### src/rtl/aurora_pkg.sv
// Shared definitions for the Aurora link monitor: state encoding, default
// parameter values and a small saturating-increment helper.
package aurora_pkg;

  // FSM state encoding; the raw value is exported on state_o for debug.
  typedef logic [2:0] link_state_t;

  localparam link_state_t ST_IDLE     = 3'd0;
  localparam link_state_t ST_WAIT_UP  = 3'd1;
  localparam link_state_t ST_DEBOUNCE = 3'd2;
  localparam link_state_t ST_READY    = 3'd3;
  localparam link_state_t ST_RETRY    = 3'd4;
  localparam link_state_t ST_FAULT    = 3'd5;

  // Default timing and retry budget.
  localparam int DEF_TIMEOUT_CYCLES  = 20000;
  localparam int DEF_DEBOUNCE_CYCLES = 64;
  localparam int DEF_REINIT_CYCLES   = 16;
  localparam int DEF_MAX_RETRIES     = 7;
  localparam int DEF_SOFT_ERR_LIMIT  = 15;
  localparam int DEF_SOFT_ERR_WINDOW = 4096;

  // Increment a 4-bit counter, holding it at lim once reached.
  function automatic logic [3:0] sat_inc4(input logic [3:0] v, input logic [3:0] lim);
    return (v >= lim) ? lim : v + 4'd1;
  endfunction

endpackage

### src/rtl/sync_2ff.sv
// Single-bit two-flop synchroniser, asynchronous active-low reset to 0.
module sync_2ff (
  input  logic i_clk,
  input  logic i_rst_n,
  input  logic i_d,
  output logic o_q
);

  logic [1:0] r_sync;

  // Shift the asynchronous input through two flops to settle metastability.
  always_ff @(posedge i_clk or negedge i_rst_n) begin
    if (!i_rst_n) r_sync <= 2'b00;
    else          r_sync <= {r_sync[0], i_d};
  end

  assign o_q = r_sync[1];

endmodule

### src/rtl/aurora_link_monitor.sv
// Aurora channel bring-up supervisor. Watches channel_up/lane_up after the
// init sequencer fires start, debounces the link, declares link_ready, and
// requests reinit on timeout, link loss or hard error. Gives up (failed) after
// MAX_RETRIES consecutive failed attempts.
// Optional soft-error rate monitor: define AURORA_SOFT_ERR_MON_EN.
module aurora_link_monitor
  import aurora_pkg::*;
#(
  parameter int TIMEOUT_CYCLES  = DEF_TIMEOUT_CYCLES,
  parameter int DEBOUNCE_CYCLES = DEF_DEBOUNCE_CYCLES,
  parameter int REINIT_CYCLES   = DEF_REINIT_CYCLES,
  parameter int MAX_RETRIES     = DEF_MAX_RETRIES,
  parameter int SOFT_ERR_LIMIT  = DEF_SOFT_ERR_LIMIT,
  parameter int SOFT_ERR_WINDOW = DEF_SOFT_ERR_WINDOW
) (
  input  logic       init_clk,
  input  logic       RST_N,
  input  logic       start,
  input  logic       channel_up,
  input  logic       lane_up,
  input  logic       hard_err,
  input  logic       soft_err,
  output logic       link_ready,
  output logic       reinit,
  output logic [3:0] retry_cnt,
  output logic       failed,
  output logic [2:0] state_o
);

  localparam int TO_W = $clog2(TIMEOUT_CYCLES + 1);
  localparam int DB_W = $clog2(DEBOUNCE_CYCLES + 1);
  localparam int RI_W = $clog2(REINIT_CYCLES + 1);

  logic [1:0]     r_rst_sync;
  logic           w_rst_n;
  logic           w_chan_s, w_lane_s, w_hard_s, w_soft_s;
  logic           w_up_s;
  logic           r_start_q;
  logic           w_go;
  link_state_t    r_state, w_next_state, w_fail_state;
  logic [TO_W-1:0] r_to_cnt;
  logic [DB_W-1:0] r_db_cnt;
  logic [RI_W-1:0] r_ri_cnt;
  logic [3:0]     r_retry_cnt;
  logic           r_link_ready, r_reinit, r_failed;
  logic           w_to_expire, w_db_done, w_ri_done, w_last_try;
  logic           w_soft_trip;

  // Reset asserts asynchronously, releases on a clock edge.
  always_ff @(posedge init_clk or negedge RST_N) begin
    if (!RST_N) r_rst_sync <= 2'b00;
    else        r_rst_sync <= {r_rst_sync[0], 1'b1};
  end

  assign w_rst_n = r_rst_sync[1];

  sync_2ff u_sync_chan (.i_clk(init_clk), .i_rst_n(w_rst_n), .i_d(channel_up), .o_q(w_chan_s));
  sync_2ff u_sync_lane (.i_clk(init_clk), .i_rst_n(w_rst_n), .i_d(lane_up),    .o_q(w_lane_s));
  sync_2ff u_sync_hard (.i_clk(init_clk), .i_rst_n(w_rst_n), .i_d(hard_err),   .o_q(w_hard_s));
  sync_2ff u_sync_soft (.i_clk(init_clk), .i_rst_n(w_rst_n), .i_d(soft_err),   .o_q(w_soft_s));

  assign w_up_s = w_chan_s & w_lane_s;

  // Delay start by one cycle so a multi-cycle pulse yields a single go.
  always_ff @(posedge init_clk or negedge w_rst_n) begin
    if (!w_rst_n) r_start_q <= 1'b0;
    else          r_start_q <= start;
  end

  assign w_go = start & ~r_start_q;

`ifdef AURORA_SOFT_ERR_MON_EN
  localparam int SW_W = $clog2(SOFT_ERR_WINDOW + 1);
  localparam int SC_W = $clog2(SOFT_ERR_LIMIT + 1);

  logic            r_soft_q;
  logic [SW_W-1:0] r_win_cnt;
  logic [SC_W-1:0] r_soft_cnt;
  logic            w_soft_rise, w_win_end;

  assign w_soft_rise = w_soft_s & ~r_soft_q;
  assign w_win_end   = (r_win_cnt == SW_W'(SOFT_ERR_WINDOW - 1));
  // The edge that brings the count to the limit trips the retry directly.
  assign w_soft_trip = (r_state == ST_READY) && w_soft_rise &&
                       (r_soft_cnt == SC_W'(SOFT_ERR_LIMIT - 1));

  // Count soft-error rising edges within a free-running window, READY only.
  always_ff @(posedge init_clk or negedge w_rst_n) begin
    if (!w_rst_n) begin
      r_soft_q   <= 1'b0;
      r_win_cnt  <= '0;
      r_soft_cnt <= '0;
    end else begin
      r_soft_q  <= w_soft_s;
      r_win_cnt <= w_win_end ? '0 : r_win_cnt + 1'b1;
      if (w_win_end || (r_state != ST_READY)) r_soft_cnt <= '0;
      else if (w_soft_rise)                   r_soft_cnt <= r_soft_cnt + 1'b1;
    end
  end
`else
  logic w_unused_soft;
  assign w_soft_trip   = 1'b0;
  assign w_unused_soft = ^{w_soft_s, 1'(SOFT_ERR_LIMIT), 1'(SOFT_ERR_WINDOW)};
`endif

  assign w_to_expire  = (r_to_cnt == TO_W'(TIMEOUT_CYCLES - 1));
  assign w_db_done    = (r_db_cnt == DB_W'(DEBOUNCE_CYCLES - 1));
  assign w_ri_done    = (r_ri_cnt == RI_W'(REINIT_CYCLES - 1));
  assign w_last_try   = (r_retry_cnt == 4'(MAX_RETRIES - 1));
  // A failed attempt goes straight to FAULT when it exhausts the budget.
  assign w_fail_state = w_last_try ? ST_FAULT : ST_RETRY;

  // Next-state selection.
  always_comb begin
    w_next_state = r_state;
    case (r_state)
      ST_IDLE:     if (w_go) w_next_state = ST_WAIT_UP;
      ST_WAIT_UP: begin
        if (w_up_s)           w_next_state = ST_DEBOUNCE;
        else if (w_to_expire) w_next_state = w_fail_state;
      end
      ST_DEBOUNCE: begin
        if (w_to_expire)      w_next_state = w_fail_state;
        else if (!w_up_s)     w_next_state = ST_WAIT_UP;
        else if (w_db_done)   w_next_state = ST_READY;
      end
      ST_READY:    if (!w_up_s || w_hard_s || w_soft_trip) w_next_state = w_fail_state;
      ST_RETRY:    if (w_ri_done) w_next_state = ST_IDLE;
      ST_FAULT:    w_next_state = ST_FAULT;
      default:     w_next_state = ST_IDLE;
    endcase
  end

  // State register and outputs decoded from the next state.
  always_ff @(posedge init_clk or negedge w_rst_n) begin
    if (!w_rst_n) begin
      r_state      <= ST_IDLE;
      r_link_ready <= 1'b0;
      r_reinit     <= 1'b0;
      r_failed     <= 1'b0;
    end else begin
      r_state      <= w_next_state;
      r_link_ready <= (w_next_state == ST_READY);
      r_reinit     <= (w_next_state == ST_RETRY);
      r_failed     <= (w_next_state == ST_FAULT);
    end
  end

  // Timeout runs through WAIT_UP and DEBOUNCE; debounce and reinit counters
  // only run in their own state and sit at zero otherwise.
  always_ff @(posedge init_clk or negedge w_rst_n) begin
    if (!w_rst_n) begin
      r_to_cnt <= '0;
      r_db_cnt <= '0;
      r_ri_cnt <= '0;
    end else begin
      if (r_state == ST_IDLE) r_to_cnt <= '0;
      else if ((r_state == ST_WAIT_UP) || (r_state == ST_DEBOUNCE)) r_to_cnt <= r_to_cnt + 1'b1;
      r_db_cnt <= (r_state == ST_DEBOUNCE) ? r_db_cnt + 1'b1 : '0;
      r_ri_cnt <= (r_state == ST_RETRY)    ? r_ri_cnt + 1'b1 : '0;
    end
  end

  // Consecutive-failure count: bump on each failed attempt, clear on READY.
  always_ff @(posedge init_clk or negedge w_rst_n) begin
    if (!w_rst_n) begin
      r_retry_cnt <= 4'd0;
    end else if (w_next_state == ST_READY) begin
      r_retry_cnt <= 4'd0;
    end else if (((w_next_state == ST_RETRY) || (w_next_state == ST_FAULT)) &&
                 (w_next_state != r_state)) begin
      r_retry_cnt <= sat_inc4(r_retry_cnt, 4'(MAX_RETRIES));
    end
  end

  assign link_ready = r_link_ready;
  assign reinit     = r_reinit;
  assign retry_cnt  = r_retry_cnt;
  assign failed     = r_failed;
  assign state_o    = r_state;

endmodule
### config.mk
export PLATFORM = sky130hd
export DESIGN_NAME = aurora_link_monitor
export DESIGN_NICKNAME = d
export VERILOG_FILES = /design/src/rtl/aurora_pkg.sv /design/src/rtl/sync_2ff.sv /design/src/rtl/aurora_link_monitor.sv
export SDC_FILE = /design/constraint.sdc
export NUM_CORES = 1
export LEC_CHECK = 0
export ABC_AREA = 1
export BUFFER_PORTS_ARGS = -buffer_cell sky130_fd_sc_hd__buf_4
export CAP_MARGIN = 20
export CORE_ASPECT_RATIO = 0.5
export CORE_UTILIZATION = 59
export CTS_BUF_LIST = sky130_fd_sc_hd__clkbuf_8 sky130_fd_sc_hd__clkbuf_16
export DETAILED_ROUTE_END_ITERATION = 12
export PLACE_DENSITY = 0.85
export SLEW_MARGIN = 20
export SYNTH_ARGS = -nofsm -noshare
export SYNTH_HDL_FRONTEND = slang
export SYNTH_SLANG_ARGS = --single-unit
### constraint.sdc
create_clock -name init_clk -period 1.5 [get_ports init_clk]
set_input_delay 0.225 -clock init_clk [delete_from_list [all_inputs] [get_ports init_clk]]
set_output_delay 0.225 -clock init_clk [all_outputs]
set_load 0.02 [all_outputs]
==> results of run 1 <==
-- worst max path at each step --
stage / start / to / slack, ps / cells past startpoint
finish: r_to_cnt[0]$_DFFE_PN0P_ / retry_cnt[1]$_DFFE_PN0P_ / -220 / 12
global route: r_to_cnt[0]$_DFFE_PN0P_ / retry_cnt[1]$_DFFE_PN0P_ / -310 / 12
CTS: r_ri_cnt[1]$_DFF_PN0_ / retry_cnt[1]$_DFFE_PN0P_ / -80 / 13
detailed placement: r_ri_cnt[1]$_DFF_PN0_ / retry_cnt[1]$_DFFE_PN0P_ / -120 / 12
global placement: r_ri_cnt[1]$_DFF_PN0_ / retry_cnt[1]$_DFFE_PN0P_ / -30 / 12
floorplan: r_ri_cnt[0]$_DFF_PN0_ / retry_cnt[1]$_DFFE_PN0P_ / 10 / 12
-- power by group --
part	internal [mW]	leakage (nW)	switching, mW
Clock	0.366	0.0524	0.428
Combinational	0.792	0.780	1.16
Sequential	1.40	0.605	0.205
-- per-stage QoR --
step,area (um2),setup TNS (ps)
floorplan,2250,0
global placement,2570,-41.1
detailed placement,2570,-457
CTS,2700,-363
global route,2890,-2750
finish,2890,-1440
-- area by class of cell --
class,count,share of cell area
Clock buffer,6,0.0286
Clock inverter,2,0.00303
Inverter,40,0.0555
Multi-Input combinational cell,167,0.363
Sequential cell,46,0.401
Tap cell,51,0.0221
Timing Repair Buffer,46,0.127
-- cells in the final DEF, fill, tap and decap left out, types with 4 or more instances in the layout --
cell | Yosys | final
dfrtp_1 | 46 | 42
nand3_2 | 4 | 7
inv_1 | 32 | 30
o21ai_0 | 8 | 8
dfrtp_2 | 0 | 4
nand2_1 | 44 | 33
clkbuf_8 | 0 | 6
nand2_4 | 2 | 6
nand3_1 | 17 | 13
a21oi_1 | 17 | 17
inv_4 | 0 | 4
nand2_2 | 4 | 11
buf_4 | 0 | 42
inv_2 | 8 | 7
nor2_1 | 35 | 32
-- cells in the mapped netlist (3+ instances only) --
master    instances  area, um2
inv_1            32        120
o21ai_1           4       20.0
o21ai_0           8       40.0
nand2_1          44        165
ha_1              6       75.1
nand3_1          17       85.1
nor2_2            3       18.8
dfrtp_1          46       1150
nor2_1           35        131
a21oi_1          17       85.1
nand3_2           4       40.0
nand3b_1          3       22.5
inv_2             8       30.0
nand2_2           4       25.0
-- cell families after synthesis --
kind of cell,after synthesis,synth area share
adder cells (fa/ha/maj),6,0.0336
buffers and inverters,42,0.0717
other,1,0.00168
AO/OA/AOI/OAI,36,0.0947
flip-flops,46,0.515
AND/OR/NAND/NOR,123,0.279
XOR/XNOR,1,0.00392
-- timing repair --
item	4_1_cts	5_1_grt
pin swaps	1	21
buffers inserted	0	11
endpoints found under the setup margin	7	12
gates resized for setup	9	30
hold endpoints to repair	2	0
hold buffers	1	0
-- per-layer routing --
metal  routed length [um]  vias to the layer above
li1                     -                      913
met1                 2310                      992
met2                 3080                      180
met3                  626                       66
met4                  370                        0
met5                    0                        -
-- sequential cells by signal, summed over array words and instances (netlist names), 2 cells and up --
register / count
r_ri_cnt: 5
r_db_cnt: 7
u_sync_hard.r_sync: 2
state_o: 3
u_sync_lane.r_sync: 2
r_to_cnt: 15
retry_cnt: 4
u_sync_chan.r_sync: 2
r_rst_sync: 2
-- worst reg2reg max path: stages, from the launching register on --
cell	delay (ps)
dfrtp_1	390
ha_2	210
nand2_2	60
inv_2	80
nand2_4	70
nor2_4	180
nand2_1	130
nand3_1	130
nand2_2	90
nand2_4	90
nand2_4	80
nand2_2	80
nor2_2	40
==> qor.txt, run 1 <==
Non-Filler Instances - 358
die height - 45.5 um
H-tree depth - 2
largest net degree at the start of global routing - 28
Synth Instances - 255
Syn Nets - 268
RSZ-0062 raised after global routing - yes
Final ANT Viol Nets - 0
Buf/Inv on CP - 1
EDFF count, synth - 0
Sequential cell area - 0.00116 mm2
initial antenna violation count - 0
met3 Use GR - 0.0652
NumNets Final - 319
total global-route track usage - 0.262
Design Power - 4.36 mW
Worst Setup End Kind - flip-flop
PwrDens - 1510 mW/mm2
DRT Pass-1 Iters - 5
Crit path largest cell delay - 390 ps
top_reg_cell synth - dfrtp_1
CP arrival - 1920 ps
CP delay by family, top - simple AND/OR/NAND/NOR gates
Vias - 2,151
ANT cells - 0
Hold Violations, Final - 0
CP Cell Sequence - ha_2 -> nand2_2 -> inv_2 -> nand2_4 -> nor2_4 -> nand2_1 -> nand3_1 -> nand2_2 -> nand2_4 -> nand2_4 -> nand2_2 -> nor2_2
Hold Crit Start - hard_err
Clock Root Buffer - clkbuf_8
initial core utilization - 0.633
share of cells above drive strength 1 - 0.362
RR Endpoint - retry_cnt[1]$_DFFE_PN0P_
Endpoint, Worst Hold - u_sync_hard.r_sync[0]$_DFF_PN0_
vias per cell - 6.01
reg2reg setup slack - -220 ps
vias in the first global route - 1,774
register clock-pin slew on the reported worst setup and hold paths - 90 ps
initial DRC count - 192
Port Buf Inserts - 15
I/O pin count - 17
area of the multi-input gates - 0.00105 mm2
met1 Use GR - 0.310
Final period util - 1.14
startpoint types - flip-flop
failing checks - setup timing
clock tree buffer depth - 2
Remaining Overflow, GRT - 0
crit path max fanout - 5
CTS tree - built
synthesized area per cell - 8.76 um2
GRT met2 Usage - 0.466
Hold Crit Depth - 1
VDD IR max - 1.07 mV
final clock skew - 9.90 ps
die extent in x - 89.0 um
run status - finished, violations left
Yosys reg bits - 46
worst slack, placed - -121 ps
placed insts - 338
GPL Wtd Cong - 0.859
slowest CP cell - dfrtp_1
max_cap viols - 0
Warnings, synthesis - 0
Routed WL per cell - 17.8 um
WHS - 20.1 ps
first-pass GRT wire length - 7.73 mm
post-synth cell types - 32
Final Max Tran Viols - 0
final worst slack - -217 ps
DRT Wirelength - 6.38 mm
post-synthesis sequential area ratio - 0.515
clk_lat worst skew - 310 ps
reg2reg start - r_to_cnt[0]$_DFFE_PN0P_
CTS sink count - 46
Fillers - 210
core area - 0.00353 mm2
area grow syn2layout - 29.2%
dpl hpwl - 3.35 mm
cell area after synthesis - 0.00223 mm2
fin util - 0.818
Leak - 1.44 nW
DRC errors left - 0
Finish-stage setup viols - 13
die area - 0.00405 mm2
busiest layer in global routing - met2
Site Rows - 15
fmax - 582 MHz
Tmin final - 1720 ps
hold crit path type - in -> reg
critical path class - reg -> reg
TritonCTS Buffers - 5
fraction of registers with async set/reset - 1.00
worst path required time - 1700 ps
worst r2r path cells - 12
No activity file was read; power rests on OpenSTA's default activity.
==> run 2, diff against run 1 <==
- HOLD_SLACK_MARGIN: default -> 0.08
==> run 2 against run 1 <==
Against the previous run: the run still ends with setup timing left; non-clock buffer count rose by 3; via count fell by 4.3%; register-to-register slack barely moved; hold slack improved by 180 ps; global-route usage fell by 0.19 points; flip-flop and latch count did not move; largest cell class unchanged; clock skew fell by 0.53 ps; largest power group unchanged; final area rose by 1.1%.
==> qor.txt, run 2 (same netlist as run 1, synthesis figures left out) <==
startpoint types - flip-flop
vias in the first global route - 1,764
Site Rows - 15
Top Registers - r_to_cnt (15), r_db_cnt (7), r_ri_cnt (5)
Fillers - 190
DRT Pass-1 Iters - 8
setup TNS - -1300 ps
total global-route track usage - 0.260
share of cells above drive strength 1 - 0.355
run status - finished, violations left
WHS - 199 ps
Hold Violations, Final - 0
CP startpoint - r_to_cnt[0]$_DFFE_PN0P_
Clock Root Buffer - clkbuf_8
CP arrival - 1920 ps
failing checks - setup timing
max_cap viols - 0
core area - 0.00353 mm2
Port Buf Inserts - 15
hold crit path type - reg -> async
Final Max Tran Viols - 0
CP Cell Sequence - ha_2 -> nand2_2 -> inv_2 -> nand2_4 -> nor2_4 -> nand2_1 -> nand3_1 -> nand2_2 -> nand2_4 -> nand2_4 -> nand2_2 -> nor2_2
worst path required time - 1700 ps
fin util - 0.827
Design Power - 4.34 mW
PwrDens - 1490 mW/mm2
Worst Setup End Kind - flip-flop
TritonCTS Buffers - 5
DRC errors left - 0
initial core utilization - 0.633
RSZ-0062 raised after global routing - yes
VDD IR max - 1.10 mV
most common cell after layout, fill and taps aside - dfrtp_1
Final period util - 1.15
Vias - 2,059
crit path max fanout - 5
DRT Wirelength - 5.97 mm
die extent in x - 89.0 um
fmax - 582 MHz
clk_lat worst skew - 300 ps
number of flip-flops in the largest register - 15
final worst slack - -218 ps
largest net degree at the start of global routing - 28
ANT cells - 0
reg2reg start - r_to_cnt[0]$_DFFE_PN0P_
CTS sink count - 46
Biggest register - r_to_cnt
H-tree depth - 2
initial DRC count - 167
Leak - 1.45 nW
dpl hpwl - 3.35 mm
first-pass GRT wire length - 7.67 mm
area grow syn2layout - 30.7%
Routed WL per cell - 16.5 um
I/O pin count - 17
GPL Wtd Cong - 0.859
slowest CP cell - dfrtp_1
Crit path largest cell delay - 390 ps
die height - 45.5 um
Remaining Overflow, GRT - 0
Final ANT Viol Nets - 0
critical path class - reg -> reg
vias per cell - 5.70
clock tree buffer depth - 2
initial antenna violation count - 0
die area - 0.00405 mm2
worst slack, placed - -121 ps
CTS tree - built
Finish-stage setup viols - 11
register clock-pin slew on the reported worst setup and hold paths - 90 ps
most frequent cells in the layout - dfrtp_1 (42), buf_4 (41), nand2_1 (33)
final clock skew - 9.37 ps
NumNets Final - 322
Tmin final - 1720 ps
[run 2: cell count changes in the layout (fill, tap and decap cells not counted), sizes merged]
| cell | delta |
|---|---|
| dlygate4sd3 | +4 |
| buf | -1 |
[run 2: area by class of cell]
type	instances	area, um2	area share
multi-input cells	167	1050	0.359
flip-flops and latches	46	1160	0.396
well taps	51	63.8	0.0219
repair buffers	49	400	0.137
clock buffers	6	82.6	0.0283
clock inverters	2	8.76	0.00300
inverters	40	160	0.0549
[run 2: path summary, 6_finish.rpt]
path                                                   endpoint  slack, ps  depth (start not counted)
worst max-delay path                   retry_cnt[1]$_DFFE_PN0P_       -220                         12
worst min-delay path            u_sync_hard.r_sync[0]$_DFF_PN0_        200                          0
worst max register to register         retry_cnt[1]$_DFFE_PN0P_       -220                         12
worst min register to register  u_sync_hard.r_sync[0]$_DFF_PN0_        200                          0
max in group asynchronous               r_to_cnt[0]$_DFFE_PN0P_        810                          1
min in group init_clk           u_sync_lane.r_sync[1]$_DFF_PN0_        350                          0
[run 2: critical path, delay by kind of cell, from the launching register on]
family	cells	cell delay (ps)
buf+inv	1	70
flops	1	390
simple gates	10	950
fa+ha+maj	1	210
[run 2: power by group]
group / switching [mW] / internal, mW
sequential: 0.206 / 1.40
clock: 0.418 / 0.366
combinational: 1.15 / 0.801
total: 1.77 / 2.57
[run 2: metal layers]
metal	vias up	global-route usage	part of all wire
li1	925	-	-
met4	0	0.124	0.044
met2	117	0.458	0.50
met1	980	0.310	0.38
met5	-	0	0
met3	37	0.0652	0.070
[run 2: through the flow]
stage	cell area (um2)	instances
4_1_cts	2740	351
5_1_grt	2920	361
3_3_place_gp	2570	338
2_1_floorplan	2250	255
3_5_place_dp	2570	338
6_report	2920	361
[run 2: timing repair]
| item | CTS | global route |
|---|---|---|
| gates cloned | 0 | 0 |
| buffers inserted | 0 | 10 |
| hold buffers | 5 | 0 |
| endpoints found under the hold margin | 6 | 0 |
| gates resized for setup | 9 | 30 |
| pin swaps | 1 | 21 |
| setup endpoints to repair | 7 | 12 |
==> run 3, diff against run 2 <==
- PLACE_DENSITY: 0.85 -> 0.78
==> run 3 against run 2 <==
Against the previous run: utilization fell by 0.28 points; via count shrank 7.6%; the flow still finishes with violations (setup timing); highest routed layer unchanged; wire length is 15% lower; sequential power about the same; largest power group unchanged; clock-buffer cell count is the same; total power down 2.1%; die area stayed put; register-to-register slack improved by 120 ps; flip-flop and latch count is the same; critical path depth up 1; cell count is 0.83% higher; worst setup slack improved by 120 ps.
==> qor.txt, run 3 (same netlist as run 1, synthesis figures left out) <==
initial antenna violation count - 0
CP Cell Sequence - ha_2 -> nand2_2 -> inv_2 -> nand2_4 -> nor2_4 -> nand3_2 -> nand2_1 -> inv_1 -> nand2_2 -> nand2_4 -> nand2_4 -> nand2_2 -> nor2_2
fmax - 626 MHz
Worst path depth - 13
hold crit path type - reg -> async
die extent in x - 89.0 um
worst path required time - 1730 ps
Biggest register - r_to_cnt
Port Buf Inserts - 15
number of flip-flops in the largest register - 15
crit path max fanout - 5
Finish-stage setup viols - 9
I/O pin count - 17
Non-Filler Instances - 364
first-pass GRT wire length - 7.41 mm
die height - 45.5 um
Sequential cell area - 0.00116 mm2
Clock Root Buffer - clkbuf_8
area grow syn2layout - 30.3%
Top Registers - r_to_cnt (15), r_db_cnt (7), r_ri_cnt (5)
Remaining Overflow, GRT - 0
Post-DP Area - 0.00256 mm2
final clock skew - 2.99 ps
Hold Violations, Final - 0
run status - finished, violations left
area of the multi-input gates - 0.00102 mm2
failing checks - setup timing
placed insts - 337
final worst slack - -97.2 ps
die area - 0.00405 mm2
DRC errors left - 0
Routed WL per cell - 13.9 um
NumNets Final - 325
most frequent cells in the layout - buf_4 (45), dfrtp_1 (42), nand2_1 (36)
CP arrival - 1830 ps
Leak - 1.44 nW
Final Max Tran Viols - 0
DRT Pass-1 Iters - 4
design area - 0.00291 mm2
H-tree depth - 2
core area - 0.00353 mm2
VDD IR max - 1.18 mV
Final period util - 1.06
max_cap viols - 0
slowest CP cell - dfrtp_1
Vias - 1,903
largest net degree at the start of global routing - 27
CTS sink count - 46
Worst Setup End Kind - flip-flop
Fillers - 210
clk_lat worst skew - 300 ps
total global-route track usage - 0.256
Crit path largest cell delay - 380 ps
Tmin final - 1600 ps
GPL Wtd Cong - 0.808
PwrDens - 1460 mW/mm2
initial DRC count - 98
worst r2r path cells - 13
Site Rows - 15
CP delay by family, top - simple AND/OR/NAND/NOR gates
RSZ-0062 raised after global routing - yes
TritonCTS Buffers - 5
startpoint types - flip-flop
ANT cells - 0
CTS tree - built
dpl hpwl - 3.17 mm
critical path class - reg -> reg
clock tree buffer depth - 2
vias per cell - 5.23
share of cells above drive strength 1 - 0.355
register clock-pin slew on the reported worst setup and hold paths - 80 ps
most common cell after layout, fill and taps aside - buf_4
Final ANT Viol Nets - 0
initial core utilization - 0.633
vias in the first global route - 1,700
Buf/Inv on CP - 2
DRT Wirelength - 5.05 mm
setup TNS - -556 ps
fin util - 0.824
run 3: what timing repair did:
action | CTS | global route
pin swaps | 8 | 14
setup endpoints to repair | 9 | 14
setup buffers | 4 | 10
hold endpoints to repair | 6 | 0
gates resized for setup | 13 | 21
hold buffers | 5 | 0
run 3: area by class of cell:
| type | count | share of cell area |
|---|---|---|
| clock buffer | 6 | 0.0284 |
| timing repair buffer | 52 | 0.144 |
| tap | 51 | 0.0219 |
| clock inverter | 2 | 0.00301 |
| multi-input combinational | 167 | 0.351 |
| inverter | 40 | 0.0542 |
| sequential | 46 | 0.397 |
run 3: metal layers:
layer	wire (um)	vias up	part of all wire	track usage
li1	-	927	-	-
met5	0	-	0	0
met2	2600	48	0.51	0.468
met3	235	11	0.047	0.0616
met1	2120	917	0.42	0.302
met4	99	0	0.020	0.0984
run 3: power by group:
group	switching (mW)	internal (mW)
registers	0.184	1.40
clock network	0.407	0.365
logic	1.10	0.785
total	1.69	2.55
run 3: final timing paths:
path / start / end / slack [ps]
max in group asynchronous: r_rst_sync[1]$_DFF_PN0_ / r_to_cnt[10]$_DFFE_PN0P_ / 800
worst min register to register: r_rst_sync[1]$_DFF_PN0_ / u_sync_chan.r_sync[0]$_DFF_PN0_ / 220
worst min-delay path: r_rst_sync[1]$_DFF_PN0_ / u_sync_chan.r_sync[0]$_DFF_PN0_ / 220
worst max register to register: r_to_cnt[1]$_DFFE_PN0P_ / retry_cnt[1]$_DFFE_PN0P_ / -100
worst max-delay path: r_to_cnt[1]$_DFFE_PN0P_ / retry_cnt[1]$_DFFE_PN0P_ / -100
min in group init_clk: u_sync_lane.r_sync[0]$_DFF_PN0_ / u_sync_lane.r_sync[1]$_DFF_PN0_ / 360
run 3: per-stage QoR:
stage,power (mW),hold slack (ps),setup slack (ps)
after floorplan,2.56,-70.6,11.6
after global placement,3.05,6.89,-25.3
after detailed placement,3.12,10.7,-138
after CTS,3.98,228,-66.3
after global routing,4.47,236,-200
final,4.25,216,-97.2
run 3: worst reg2reg max path, stage by stage (launching register included):
cell and delay, ps:
dfrtp_1 380, ha_2 200, nand2_2 70, inv_2 70, nand2_4 70, nor2_4 160
nand3_2 90, nand2_1 70, inv_1 40, nand2_2 80, nand2_4 70, nand2_4 100
nand2_2 60, nor2_2 90
